<file path="config.mk">
export PLATFORM = sky130hd
export DESIGN_NAME = ps2_host_tx
export DESIGN_NICKNAME = d
export VERILOG_FILES = /design/src/rtl/ps2_host_tx.sv
export SDC_FILE = /design/constraint.sdc
export NUM_CORES = 1
export LEC_CHECK = 0
export ABC_CLOCK_PERIOD_IN_PS = 4700
export BUFFER_PORTS_ARGS = -buffer_cell sky130_fd_sc_hd__buf_2
export CAP_MARGIN = 20
export CORE_MARGIN = 3
export CORE_UTILIZATION = 30
export DETAILED_ROUTE_END_ITERATION = 7
export GPL_TIMING_DRIVEN = 1
export PLACE_DENSITY = 0.57
export SYNTH_ARGS = -nofsm -noshare
export SYNTH_HDL_FRONTEND = slang
export SYNTH_SLANG_ARGS = --single-unit
</file>
<file path="constraint.sdc">
create_clock -name clock -period 4.7 [get_ports clock]
set_input_delay 0.47 -clock clock [delete_from_list [all_inputs] [get_ports clock]]
set_output_delay 0.47 -clock clock [all_outputs]
set_load 0.01 [all_outputs]
</file>
<file path="src/rtl/ps2_host_tx.sv">
// Host-to-device PS/2 transmitter. It inhibits the bus, requests to send, then shifts out one
// command frame on device clock falls and checks the device ACK. Line drives are open-collector enables.
module ps2_host_tx #(
    parameter int INHIBIT_CYCLES    = 6000,
    parameter int FIRST_CLK_TIMEOUT = 750000,
    parameter int XFER_TIMEOUT      = 100000
) (
    input  logic       clock,
    input  logic       reset,
    input  logic       send,
    input  logic [7:0] cmd_data,
    output logic       busy,
    output logic       done,
    output logic       error,
    output logic [1:0] error_code,
    input  logic       ps2_clk_in,
    input  logic       ps2_dat_in,
    output logic       ps2_clk_oe,
    output logic       ps2_dat_oe
);

    localparam int CNT_MAX = (FIRST_CLK_TIMEOUT > INHIBIT_CYCLES) ? FIRST_CLK_TIMEOUT : INHIBIT_CYCLES;
    localparam int CNT_W   = $clog2(CNT_MAX + 1);
    localparam int XFER_W  = $clog2(XFER_TIMEOUT + 1);

    localparam logic [CNT_W-1:0]  INH_START  = CNT_W'(INHIBIT_CYCLES - 2);
    localparam logic [CNT_W-1:0]  INH_LAST   = CNT_W'(INHIBIT_CYCLES - 1);
    localparam logic [CNT_W-1:0]  FIRST_LAST = CNT_W'(FIRST_CLK_TIMEOUT - 1);
    localparam logic [XFER_W-1:0] XFER_LAST  = XFER_W'(XFER_TIMEOUT - 1);

    typedef enum logic [2:0] {
        IDLE,
        INHIBIT,
        REQ,
        SHIFT,
        ACK,
        WAIT_IDLE
    } state_t;

    // Index 0 is CLK, index 1 is DAT; both idle high, so the synchronizers reset to 1.
    logic [1:0] line_raw;
    logic [1:0] line_sync;
    assign line_raw = {ps2_dat_in, ps2_clk_in};

    generate
        for (genvar gi = 0; gi < 2; gi++) begin : g_sync
            logic meta_reg;
            logic sync_reg;
            always_ff @(posedge clock or posedge reset) begin
                if (reset) begin
                    meta_reg <= 1'b1;
                    sync_reg <= 1'b1;
                end else begin
                    meta_reg <= line_raw[gi];
                    sync_reg <= meta_reg;
                end
            end
            assign line_sync[gi] = sync_reg;
        end
    endgenerate

    logic clk_sync;
    logic dat_sync;
    logic clk_prev_reg;
    logic fall;
    assign clk_sync = line_sync[0];
    assign dat_sync = line_sync[1];
    assign fall     = clk_prev_reg & ~clk_sync;

    state_t             state_reg;
    logic [10:0]        frame_reg;
    logic [3:0]         bit_cnt_reg;
    logic [CNT_W-1:0]   cnt_reg;
    logic [XFER_W-1:0]  xfer_cnt_reg;
    logic               busy_reg;
    logic               done_reg;
    logic               error_reg;
    logic [1:0]         code_reg;
    logic               clk_oe_reg;
    logic               dat_oe_reg;

    always_ff @(posedge clock or posedge reset) begin
        if (reset) begin
            state_reg    <= IDLE;
            frame_reg    <= '0;
            bit_cnt_reg  <= '0;
            cnt_reg      <= '0;
            xfer_cnt_reg <= '0;
            clk_prev_reg <= 1'b1;
            busy_reg     <= 1'b0;
            done_reg     <= 1'b0;
            error_reg    <= 1'b0;
            code_reg     <= 2'b00;
            clk_oe_reg   <= 1'b0;
            dat_oe_reg   <= 1'b0;
        end else begin
            clk_prev_reg <= clk_sync;
            done_reg     <= 1'b0;
            error_reg    <= 1'b0;
            case (state_reg)
                IDLE: begin
                    clk_oe_reg <= 1'b0;
                    dat_oe_reg <= 1'b0;
                    if (send) begin
                        frame_reg  <= {1'b1, ~^cmd_data, cmd_data, 1'b0};
                        busy_reg   <= 1'b1;
                        code_reg   <= 2'b00;
                        cnt_reg    <= '0;
                        clk_oe_reg <= 1'b1;
                        state_reg  <= INHIBIT;
                    end
                end
                INHIBIT: begin
                    cnt_reg <= cnt_reg + 1'b1;
                    // Start bit goes low one cycle before CLK is released.
                    if (cnt_reg == INH_START) begin
                        dat_oe_reg <= 1'b1;
                    end
                    if (cnt_reg == INH_LAST) begin
                        clk_oe_reg <= 1'b0;
                        dat_oe_reg <= 1'b1;
                        cnt_reg    <= '0;
                        state_reg  <= REQ;
                    end
                end
                REQ: begin
                    if (fall) begin
                        dat_oe_reg   <= ~frame_reg[1];
                        bit_cnt_reg  <= 4'd2;
                        xfer_cnt_reg <= '0;
                        state_reg    <= SHIFT;
                    end else if (cnt_reg == FIRST_LAST) begin
                        clk_oe_reg <= 1'b0;
                        dat_oe_reg <= 1'b0;
                        error_reg  <= 1'b1;
                        code_reg   <= 2'b01;
                        busy_reg   <= 1'b0;
                        state_reg  <= IDLE;
                    end else begin
                        cnt_reg <= cnt_reg + 1'b1;
                    end
                end
                SHIFT, ACK, WAIT_IDLE: begin
                    xfer_cnt_reg <= xfer_cnt_reg + 1'b1;
                    if (xfer_cnt_reg == XFER_LAST) begin
                        clk_oe_reg <= 1'b0;
                        dat_oe_reg <= 1'b0;
                        error_reg  <= 1'b1;
                        code_reg   <= 2'b10;
                        busy_reg   <= 1'b0;
                        state_reg  <= IDLE;
                    end else if (state_reg == SHIFT) begin
                        // Frame bit 10 is the stop bit (1), so the tenth fall releases DAT.
                        if (fall) begin
                            dat_oe_reg <= ~frame_reg[bit_cnt_reg];
                            if (bit_cnt_reg == 4'd10) begin
                                state_reg <= ACK;
                            end else begin
                                bit_cnt_reg <= bit_cnt_reg + 4'd1;
                            end
                        end
                    end else if (state_reg == ACK) begin
                        if (fall) begin
                            if (!dat_sync) begin
                                state_reg <= WAIT_IDLE;
                            end else begin
                                clk_oe_reg <= 1'b0;
                                dat_oe_reg <= 1'b0;
                                error_reg  <= 1'b1;
                                code_reg   <= 2'b11;
                                busy_reg   <= 1'b0;
                                state_reg  <= IDLE;
                            end
                        end
                    end else if (clk_sync && dat_sync) begin
                        done_reg  <= 1'b1;
                        busy_reg  <= 1'b0;
                        state_reg <= IDLE;
                    end
                end
                default: state_reg <= IDLE;
            endcase
        end
    end

    assign busy       = busy_reg;
    assign done       = done_reg;
    assign error      = error_reg;
    assign error_code = code_reg;
    assign ps2_clk_oe = clk_oe_reg;
    assign ps2_dat_oe = dat_oe_reg;

endmodule

</file>
==> metrics.yaml <==
status:
  outcome: "finished, final reports clean"
finish:
  largest_register_ff_count: 20
  drive_gt1_share_pct: 13.25
  fin_nets: 428
  insertedDiodeCount: 0
  instances_no_fill: 558
  areaGrowthSynthToFinish_pct: 14.17
worst_setup_path:
  rr_worst_depth: 6
  crit_chain: "or3b_2 > nor2_2 > a21oi_1 > o211ai_4 > nor3_4 > mux2_1"
  max_stage_delay_ns: 0.63
  required_ns: 4.91
  critical_path_class: "reg -> reg"
  setup.worst_path.start_class: "register"
  arrival_ns: 2.90
  slowest_stage: "or3b_2"
  crit_fanout: 21
  setup.worst_path.end_class: "register"
global_route:
  overflow: 0
  antenna_found_initial: 0
  grt_pass1_wl_um: 13780
  grt_pass1_vias: 2849
  globalRouteTotalUtil_pct: 12.90
  grt_max_degree: 67
clocking:
  cts_root_buffer: "clkbuf_16"
  cts_tree: "done"
  h-tree-depth: 3
  clk_pin_slew_ns: 0.05
  cts_sinks: 66
  ctsLongestPathBuffers: 2
  postCtsSetupRepairBufs: 0
  insertion_delay_ns: 0.34
  cts_resized: 0
  cts_buffers: 9
  cts_hold_buf: 0
synthesis:
  syn_avg_cell_area_um2: 9.304
  synth_flop_cell: "dfrtp_1"
  synth_async_sr_flop_share_pct: 100.0
  ys_ff_latch: 66
  synth_top_area_cell: "dfrtp_1"
  ys_warn_count: 0
  synth_area_leaders: "dfrtp_1, nand2_1, xnor2_1"
  synth_cell_types: 62
  yosysSeqAreaShare_pct: 45.45
  synth_top_area_share_pct: 41.85
  yosysMostFrequentCell: "dfrtp_1"
  synth_cells: 392
  synth_nets: 410
  netlist_area_um2: 3647
  synth_edf_count: 0
  synth_commonest_cells: "dfrtp_1, nand2_1, nor2_1, o21ai_0, nand3_1"
placed_design:
  gp_congestion: 0.8220
  io_buffers: 19
  dp.cells: 541
  dp_hpwl_um: 5608
route:
  vias_per_cell: 5.305
  drtIter0Drc: 207
  vias: 2960
  drc_errors: 0
  drtAntennaViolNets: 0
  wl_per_cell_um: 14.49
  drt_wl_total_um: 8083
  firstDrtPassIters: 4
power:
  p_leak_nw: 1.720
  irDropWorstVdd_mv: 0.2252
  cellPowerDensity_nw_per_um2: 536.4
  power.total_mw: 2.234
hold_path:
  holdCritPathClass: "in -> reg"
  worstHoldPathCells: 1
timing:
  worst_pin_slew_ns: 0.9567
  relSlewSlack_pct: 34.57
  finalSetupViolCount: 0
  drv_slew: 0
  finalClockSkew_ns: 0.007105
  fmax_ghz: 0.3721
  fin_setup_tns_ns: 0
  hold_ws_ns: 0.2329
  hold_violations: 0
  rsz0062_at_grt: "false"
  fin_crit_ns: 2.687
  period_share_pct: 57.18
floorplan:
  die_x_um: 116.3
  rows: 39
  pin_count: 20
  die_area_um2: 13520
  dieHeight_um: 116.3
  initial_core_util_pct: 31.27
  core_area_um2: 11660
run:
  maxCapViolCount: 0
==> report_power, final <==
group	internal [mW]	switching, mW	leakage [nW]	total, mW
clock network	0.384	0.245	0.131	0.629
logic	0.303	0.465	0.728	0.768
registers	0.689	0.148	0.861	0.837
total	1.38	0.857	1.72	2.23
==> metal layers <==
metal | GRT usage, % | wire [um]
met5 | 0 | 0
met2 | 19.91 | 3786
met3 | 3.627 | 306
met1 | 16.80 | 3809
met4 | 5.955 | 180
==> worst max-delay path, delay by kind of cell, from the launching register on <==
family	cells	cell delay, ns
and+or+nand+nor	3	1.33
DFF	1	0.60
AOI/OAI and AO/OA	2	0.31
muxes	1	0.33
==> area by class of cell <==
cell class | instances | area, um2
sequential | 66 | 1658
fill | 1179 | 7498
inverter | 8 | 30.03
tap | 143 | 178.9
clock inverter | 4 | 27.53
clock buffer | 12 | 256.5
timing repair buffer | 22 | 117.6
multi-input combinational | 303 | 1896
==> stage by stage <==
step                      setup slack, ns  util, %  cell area, um2
after floorplan                     2.390        -            3647
after global placement              2.093    33.20            3872
after detailed placement            2.045    33.20            3872
after CTS                           2.036    35.64            4156
after global routing                1.767    35.70            4164
final                               2.013    35.70            4164
==> layout by cell type (no fill, tap or decap), types with 3 or more instances in the layout <==
master,count
and4_1,4
nand4_1,14
nor4_1,3
dfstp_2,5
o211ai_1,3
nor4b_1,3
a21oi_1,19
xnor2_1,17
a211oi_1,4
nor4bb_1,4
o21ai_0,24
nor3_1,10
inv_1,7
nor2_1,38
nand2_1,50
ha_1,5
or3_1,8
clkinvlp_4,3
dfrtp_1,61
buf_2,19
nor2b_1,3
o31ai_1,5
or4_1,3
and3_1,4
nand3_1,20
xor2_1,10
clkbuf_16,9
nand2b_1,7
mux2_2,3
==> path summary, 6_finish.rpt <==
path,end,slack [ns],start
worst max-delay path,error_code[0]$_DFFE_PP0P_,2.01,state_reg[0]$_DFFE_PP0P_
worst max register to register,error_code[0]$_DFFE_PP0P_,2.01,state_reg[0]$_DFFE_PP0P_
worst min-delay path,g_sync[1].meta_reg$_DFF_PP1_,0.23,ps2_dat_in
min in group asynchronous,cnt_reg[3]$_DFFE_PP0P_,0.39,reset
worst min register to register,clk_sync$_DFF_PP1_,0.35,g_sync[0].meta_reg$_DFF_PP1_
max in group asynchronous,bit_cnt_reg[1]$_DFFE_PP0P_,3.78,reset
==> kinds of logic after synthesis <==
family	share of synthesized area, %
AOI/OAI and AO/OA	13.83
xor gates and xnor gates	6.484
buffers and inverters	2.573
adders and majority gates	1.715
muxes	2.710
DFF	45.45
and+or+nand+nor	27.24
Power figures use the tool's default switching activity.
